**src/rtl/uart_rx_if.sv**
```systemverilog
// Receive-side bundle for uart_rx. It carries the serial line and enable into
// the receiver, and carries the parallel byte, the strobes, busy and the FSM
// debug state back out.
//
// Handshake: rx_done is a one-cycle valid strobe with no ready. data_bus is
// good on the cycle rx_done is high and holds its value until the next good
// frame. The consumer cannot stall the receiver, so it must take the byte on
// that cycle. frame_err is a one-cycle event strobe. It never coincides with
// rx_done and never changes data_bus.
interface uart_rx_if;
    logic       enable;
    logic       rx;
    logic [7:0] data_bus;
    logic       rx_done;
    logic       frame_err;
    logic       busy;
    logic [2:0] state;

    modport master (
        input  enable,
        input  rx,
        output data_bus,
        output rx_done,
        output frame_err,
        output busy,
        output state
    );

    modport slave (
        output enable,
        output rx,
        input  data_bus,
        input  rx_done,
        input  frame_err,
        input  busy,
        input  state
    );
endinterface

```
**src/rtl/uart_rx.sv**
```systemverilog
// 8N1 UART receiver, LSB first, idle-high line.
// The receiver synchronises rx and detects a start bit. It re-checks the start
// bit at mid-bit, then samples each data bit and the stop bit at its centre.
// A good frame updates data_bus and pulses rx_done. A low stop bit pulses
// frame_err, and the receiver then waits in BREAK until the line returns high.
module uart_rx #(
    parameter int CLKS_PER_BIT = 87,
    parameter int SYNC_STAGES  = 2
) (
    input  logic     clk,
    input  logic     reset,
    uart_rx_if.master bus
);
    localparam int HALF = CLKS_PER_BIT / 2;
    localparam int CW   = $clog2(CLKS_PER_BIT);

    localparam logic [2:0] IDLE  = 3'd0;
    localparam logic [2:0] START = 3'd1;
    localparam logic [2:0] DATA  = 3'd2;
    localparam logic [2:0] STOP  = 3'd3;
    localparam logic [2:0] BREAK = 3'd4;

    logic [SYNC_STAGES-1:0] sync_q;
    logic                   rx_s;
    logic [2:0]             state;
    logic [CW-1:0]          clk_cnt;
    logic [2:0]             bit_idx;
    logic [7:0]             shift;
    logic [7:0]             data_q;
    logic                   done_q;
    logic                   err_q;

    // Synchroniser chain for the asynchronous line. It resets to 1 so that the
    // line reads as idle out of reset.
    always_ff @(posedge clk or negedge reset) begin
        if (!reset) begin
            sync_q <= '1;
        end else begin
            sync_q <= {sync_q[SYNC_STAGES-2:0], bus.rx};
        end
    end

    assign rx_s = sync_q[SYNC_STAGES-1];

    // Frame FSM. The strobes default low, so each one lasts a single cycle.
    always_ff @(posedge clk or negedge reset) begin
        if (!reset) begin
            state     <= IDLE;
            clk_cnt   <= '0;
            bit_idx   <= '0;
            shift     <= '0;
            data_q    <= '0;
            done_q    <= 1'b0;
            err_q     <= 1'b0;
        end else begin
            done_q <= 1'b0;
            err_q  <= 1'b0;
            case (state)
                IDLE: begin
                    clk_cnt <= '0;
                    bit_idx <= '0;
                    // Any low line counts as a start. Edge history is not needed.
                    if (bus.enable && !rx_s) begin
                        state <= START;
                    end
                end
                START: begin
                    if (clk_cnt == CW'(HALF - 1)) begin
                        clk_cnt <= '0;
                        bit_idx <= '0;
                        // A start bit that is high again at mid-bit is a glitch.
                        state   <= rx_s ? IDLE : DATA;
                    end else begin
                        clk_cnt <= clk_cnt + CW'(1);
                    end
                end
                DATA: begin
                    if (clk_cnt == CW'(CLKS_PER_BIT - 1)) begin
                        clk_cnt        <= '0;
                        shift[bit_idx] <= rx_s;
                        if (bit_idx == 3'd7) begin
                            state <= STOP;
                        end else begin
                            bit_idx <= bit_idx + 3'd1;
                        end
                    end else begin
                        clk_cnt <= clk_cnt + CW'(1);
                    end
                end
                STOP: begin
                    if (clk_cnt == CW'(CLKS_PER_BIT - 1)) begin
                        clk_cnt <= '0;
                        if (rx_s) begin
                            data_q <= shift;
                            done_q <= 1'b1;
                            // Return to IDLE at the stop-bit centre, so a start
                            // bit that follows immediately is caught.
                            state  <= IDLE;
                        end else begin
                            err_q <= 1'b1;
                            state <= BREAK;
                        end
                    end else begin
                        clk_cnt <= clk_cnt + CW'(1);
                    end
                end
                BREAK: begin
                    // A line held low must not be read again as a new start bit.
                    if (rx_s) begin
                        state <= IDLE;
                    end
                end
                default: begin
                    state <= IDLE;
                end
            endcase
        end
    end

    assign bus.data_bus  = data_q;
    assign bus.rx_done   = done_q;
    assign bus.frame_err = err_q;
    assign bus.busy      = (state != IDLE);
    assign bus.state     = state;
endmodule
```
**src/flat_wrapper.sv**
```systemverilog
// flat-port wrapper written by rule: the top's interface ports become plain ports
module uart_rx_flat 
#(
    parameter int CLKS_PER_BIT = 87,
    parameter int SYNC_STAGES  = 2
)
  (clk, reset, bus_enable, bus_rx, bus_data_bus, bus_rx_done, bus_frame_err, bus_busy, bus_state);
  uart_rx_if bus_i ();
  input  logic clk;
  input  logic reset;
  input wire logic [$bits(bus_i.enable)-1:0] bus_enable;
  input wire logic [$bits(bus_i.rx)-1:0] bus_rx;
  output wire logic [$bits(bus_i.data_bus)-1:0] bus_data_bus;
  output wire logic [$bits(bus_i.rx_done)-1:0] bus_rx_done;
  output wire logic [$bits(bus_i.frame_err)-1:0] bus_frame_err;
  output wire logic [$bits(bus_i.busy)-1:0] bus_busy;
  output wire logic [$bits(bus_i.state)-1:0] bus_state;
  assign bus_i.enable = bus_enable;
  assign bus_i.rx = bus_rx;
  assign bus_data_bus = bus_i.data_bus;
  assign bus_rx_done = bus_i.rx_done;
  assign bus_frame_err = bus_i.frame_err;
  assign bus_busy = bus_i.busy;
  assign bus_state = bus_i.state;
  uart_rx #(.CLKS_PER_BIT(CLKS_PER_BIT), .SYNC_STAGES(SYNC_STAGES)) u_core (.clk(clk), .reset(reset), .bus(bus_i));
endmodule
```
**config.mk**
```make
export PLATFORM = sky130hd
export DESIGN_NAME = uart_rx_flat
export DESIGN_NICKNAME = d
export VERILOG_FILES = /design/src/rtl/uart_rx_if.sv /design/src/rtl/uart_rx.sv /design/src/flat_wrapper.sv
export SDC_FILE = /design/constraint.sdc
export NUM_CORES = 1
export LEC_CHECK = 0
export ABC_AREA = 1
export CORE_MARGIN = 3
export CORE_UTILIZATION = 31
export DETAILED_ROUTE_END_ITERATION = 16
export HOLD_SLACK_MARGIN = 0.06
export PLACE_DENSITY_LB_ADDON = 0.15
export SLEW_MARGIN = 20
export SYNTH_ARGS = -nofsm -noshare
export SYNTH_HDL_FRONTEND = slang
export SYNTH_SLANG_ARGS = --single-unit
```
**constraint.sdc**
```tcl
create_clock -name clk -period 1.5 [get_ports clk]
set_input_delay 0.3 -clock clk [delete_from_list [all_inputs] [get_ports clk]]
set_output_delay 0.3 -clock clk [all_outputs]
set_load 0.03 [all_outputs]
```
==> impl_metrics.csv <==
group,metric,value,unit
yosys,netlist_instances,199,
cells_and_area,final_util,42.4,%
min_path,hold_start,"u_core.sync_q[0]$_DFF_PN1_",
timing,fin_crit,1.40,ns
timing,max_slew.worst_pin.slew,0.300,ns
yosys,ys_warn_count,0,
cells_and_area,drive_gt1_share,32.6,%
timing,period_share,93.2,%
place,place_hpwl,2.46,mm
detailed_routing,drc_errors,0,
worst_setup_path,slowest_stage,"dfrtp_2",
floorplanning,start_util,32.8,%
floorplanning,row_count,26,
worst_setup_path,worst_setup_path_end_kind,"output port",
cells_and_area,antenna_cells,0,
worst_setup_path,worstPathArrival,1.10,ns
detailed_routing,wl_per_cell,10.9,µm
grt,antenna_found_initial,0,
power_and_ir_drop,p_total,2.82,mW
worst_setup_path,max_stage_delay,0.47,ns
floorplanning,io-pin-count,18,
place,portBuffers,17,
grt,gr-usage-all-layers,11.9,%
timing,final.setup.tns,0,ns
worst_setup_path,critical_path_class,"register to output port",
detailed_routing,dr_total_vias,1372,
detailed_routing,drtPass1Iterations,4,
timing,final_max_slew_viol_count,0,
detailed_routing,first_iter_violations,42,
clock_network,cts-buffers-inserted,5,
clock_network,root_buffer,"clkbuf_8",
status,outcome,"complete, no violations",
floorplanning,die-area,6440,µm²
yosys,ys_ff_latch,33,
worst_setup_path,crit_chain,"inv_2, nand2_1, buf_4",
timing,setup_viol,0,
cells_and_area,nets,243,
detailed_routing,via_per_inst,4.48,
grt,grt_pass1_vias,1317,
worst_setup_path,critPathRequiredTime,1.20,ns
grt,grt_max_degree,34,
timing,rsz0062_at_grt,"true",
worst_setup_path,cp-startpoint,"u_core.bus.state[1]$_DFFE_PN0P_",
clock_network,cts_tree,"done",
floorplanning,die_width,80.2,µm
min_path,worstHoldPathType,"register to register",
grt,grt_overflow,0,
yosys,avgSynthCellArea,8.58,µm²
timing,finalHoldViolCount,0,
yosys,yosysSeqAreaShare,48.5,%
flow_run,max_cap_violations,0,
clock_network,clkTransAtPathRegs,0.06,ns
grt,grt_pass1_wl,5.92,mm
clock_network,cts.sinks,33,
worst_setup_path,reg2reg_from,"u_core.clk_cnt[0]$_DFFE_PN0P_",
power_and_ir_drop,p_leak,1.08,nW
cells_and_area,layout-area-overhead-vs-synth,29.2,%
detailed_routing,postRouteAntennaNets,0,
yosys,synth_area,1710,µm²
worst_setup_path,crit_path_start_kind,"register",
timing,slew_headroom,80.1,%
yosys,synth_nets,207,
yosys,synth_cell_types,26,
floorplanning,core,5200,µm²
worst_setup_path,cp_max_fo,7,
timing,worst_hold_slack,0.355,ns
detailed_routing,routed_wl,3.35,mm
clock_network,cts_hold_buf,0,
floorplanning,chipHeight,80.2,µm
timing,skew,0.00266,ns
power_and_ir_drop,powerDensity,1280,nW/µm²
clock_network,htree_num_levels,2,
clock_network,cts_max_path_buffers,2,
clock_network,clk_latency,0.28,ns
place,gp_congestion,0.810,
power_and_ir_drop,peakVddDrop,0.807,mV
timing,fmax,715,MHz
[layout make-up]
type / instances / area, µm²
flip-flops and latches: 33 / 832
well taps: 70 / 87.6
clock inverters: 2 / 10.0
inverters: 23 / 88.8
clock buffers: 6 / 72.6
fillers: 522 / 3000
repair buffers: 32 / 285
multi-input cells: 140 / 831
[through the flow]
step / instance area (µm²) / setup WS [ns] / cells
2_1_floorplan: 1710 / 0.0680 / 199
3_3_place_gp: 2060 / 0.00616 / 297
3_5_place_dp: 2060 / -0.0384 / 297
4_1_cts: 2140 / 0.0328 / 306
5_1_grt: 2210 / -0.00127 / 306
6_report: 2210 / 0.101 / 306
[critical path: cells and delay by family, from the launching register on]
| family | cells | cell delay [ns] |
|---|---|---|
| buffers and inverters | 2 | 0.28 |
| flip-flops | 1 | 0.47 |
| AND/OR/NAND/NOR | 1 | 0.07 |
[placed cells by master, fill, tap and decap left out, drive strengths merged]
cell type,count
dfrtp,31
clkinv,2
a21oi,8
dfstp,2
clkbuf,6
clkdlybuf4s50,3
buf,19
a31oi,1
ha,4
nand3b,3
nand3,21
dlygate4sd2,10
nor3,7
inv,23
nand2,55
o21ai,12
nand4,2
nor2,27
[report_power, final]
| group | total, mW | internal (mW) | switching (mW) |
|---|---|---|---|
| sequential | 1.06 | 0.971 | 0.0940 |
| clock | 0.635 | 0.321 | 0.314 |
| combinational | 1.12 | 0.432 | 0.689 |
| total | 2.82 | 1.72 | 1.10 |
[metal layers]
layer / routed length, µm / GRT usage, % / part of all wire, %
met3: 143 / 4.15 / 4.3
met2: 1560 / 18.3 / 47
met5: 0 / 0 / 0
met4: 27 / 4.05 / 0.81
met1: 1610 / 15.5 / 48
[synth_stat cells, drive strengths merged]
cell    number  area (µm²)
nand2       55         229
buf          3        30.0
dfrtp       31         776
inv         23        88.8
nand4        2        27.5
o21ai       12        78.8
dfstp        2        52.6
a21oi        8        40.0
a31oi        1        6.26
nand3       21         110
nand3b       3        22.5
ha           4        50.1
nor2        27         141
nor3         7        55.1
[path summary, 6_finish.rpt]
kind | cells past startpoint | slack (ns) | to
setup / recovery | 3 | 0.10 | bus_busy
max in group asynchronous | 2 | 0.88 | u_core.sync_q[0]$_DFF_PN1_
min in group asynchronous | 2 | 0.39 | u_core.bus.data_bus[4]$_DFFE_PN0P_
hold / removal | 0 | 0.36 | u_core.sync_q[1]$_DFF_PN1_
hold reg to reg | 0 | 0.36 | u_core.sync_q[1]$_DFF_PN1_
setup reg to reg | 9 | 0.10 | u_core.clk_cnt[5]$_DFFE_PN0P_
[what timing repair did]
action	CTS	global route
pin swaps	1	7
setup endpoints to repair	24	24
gates cloned	0	0
resized for setup	13	20
setup buffers	1	0
[kinds of logic after synthesis]
kind of cell    Yosys count  synth area share [%]
buf+inv                  26                  6.96
compound gates           21                  7.33
simple gates            115                  34.3
fa+ha+maj                 4                  2.93
flops                    33                  48.5
[registers in the layout (all words and copies together), names as in the netlist]
register and cells:
u_core.bit_idx 3, u_core.bus.data_bus 8, u_core.bus.frame_err 1, u_core.bus.rx_done 1, u_core.bus.state 3, u_core.clk_cnt 7
u_core.shift 8, u_core.sync_q 2
No activity file was read; power rests on OpenSTA's default activity.
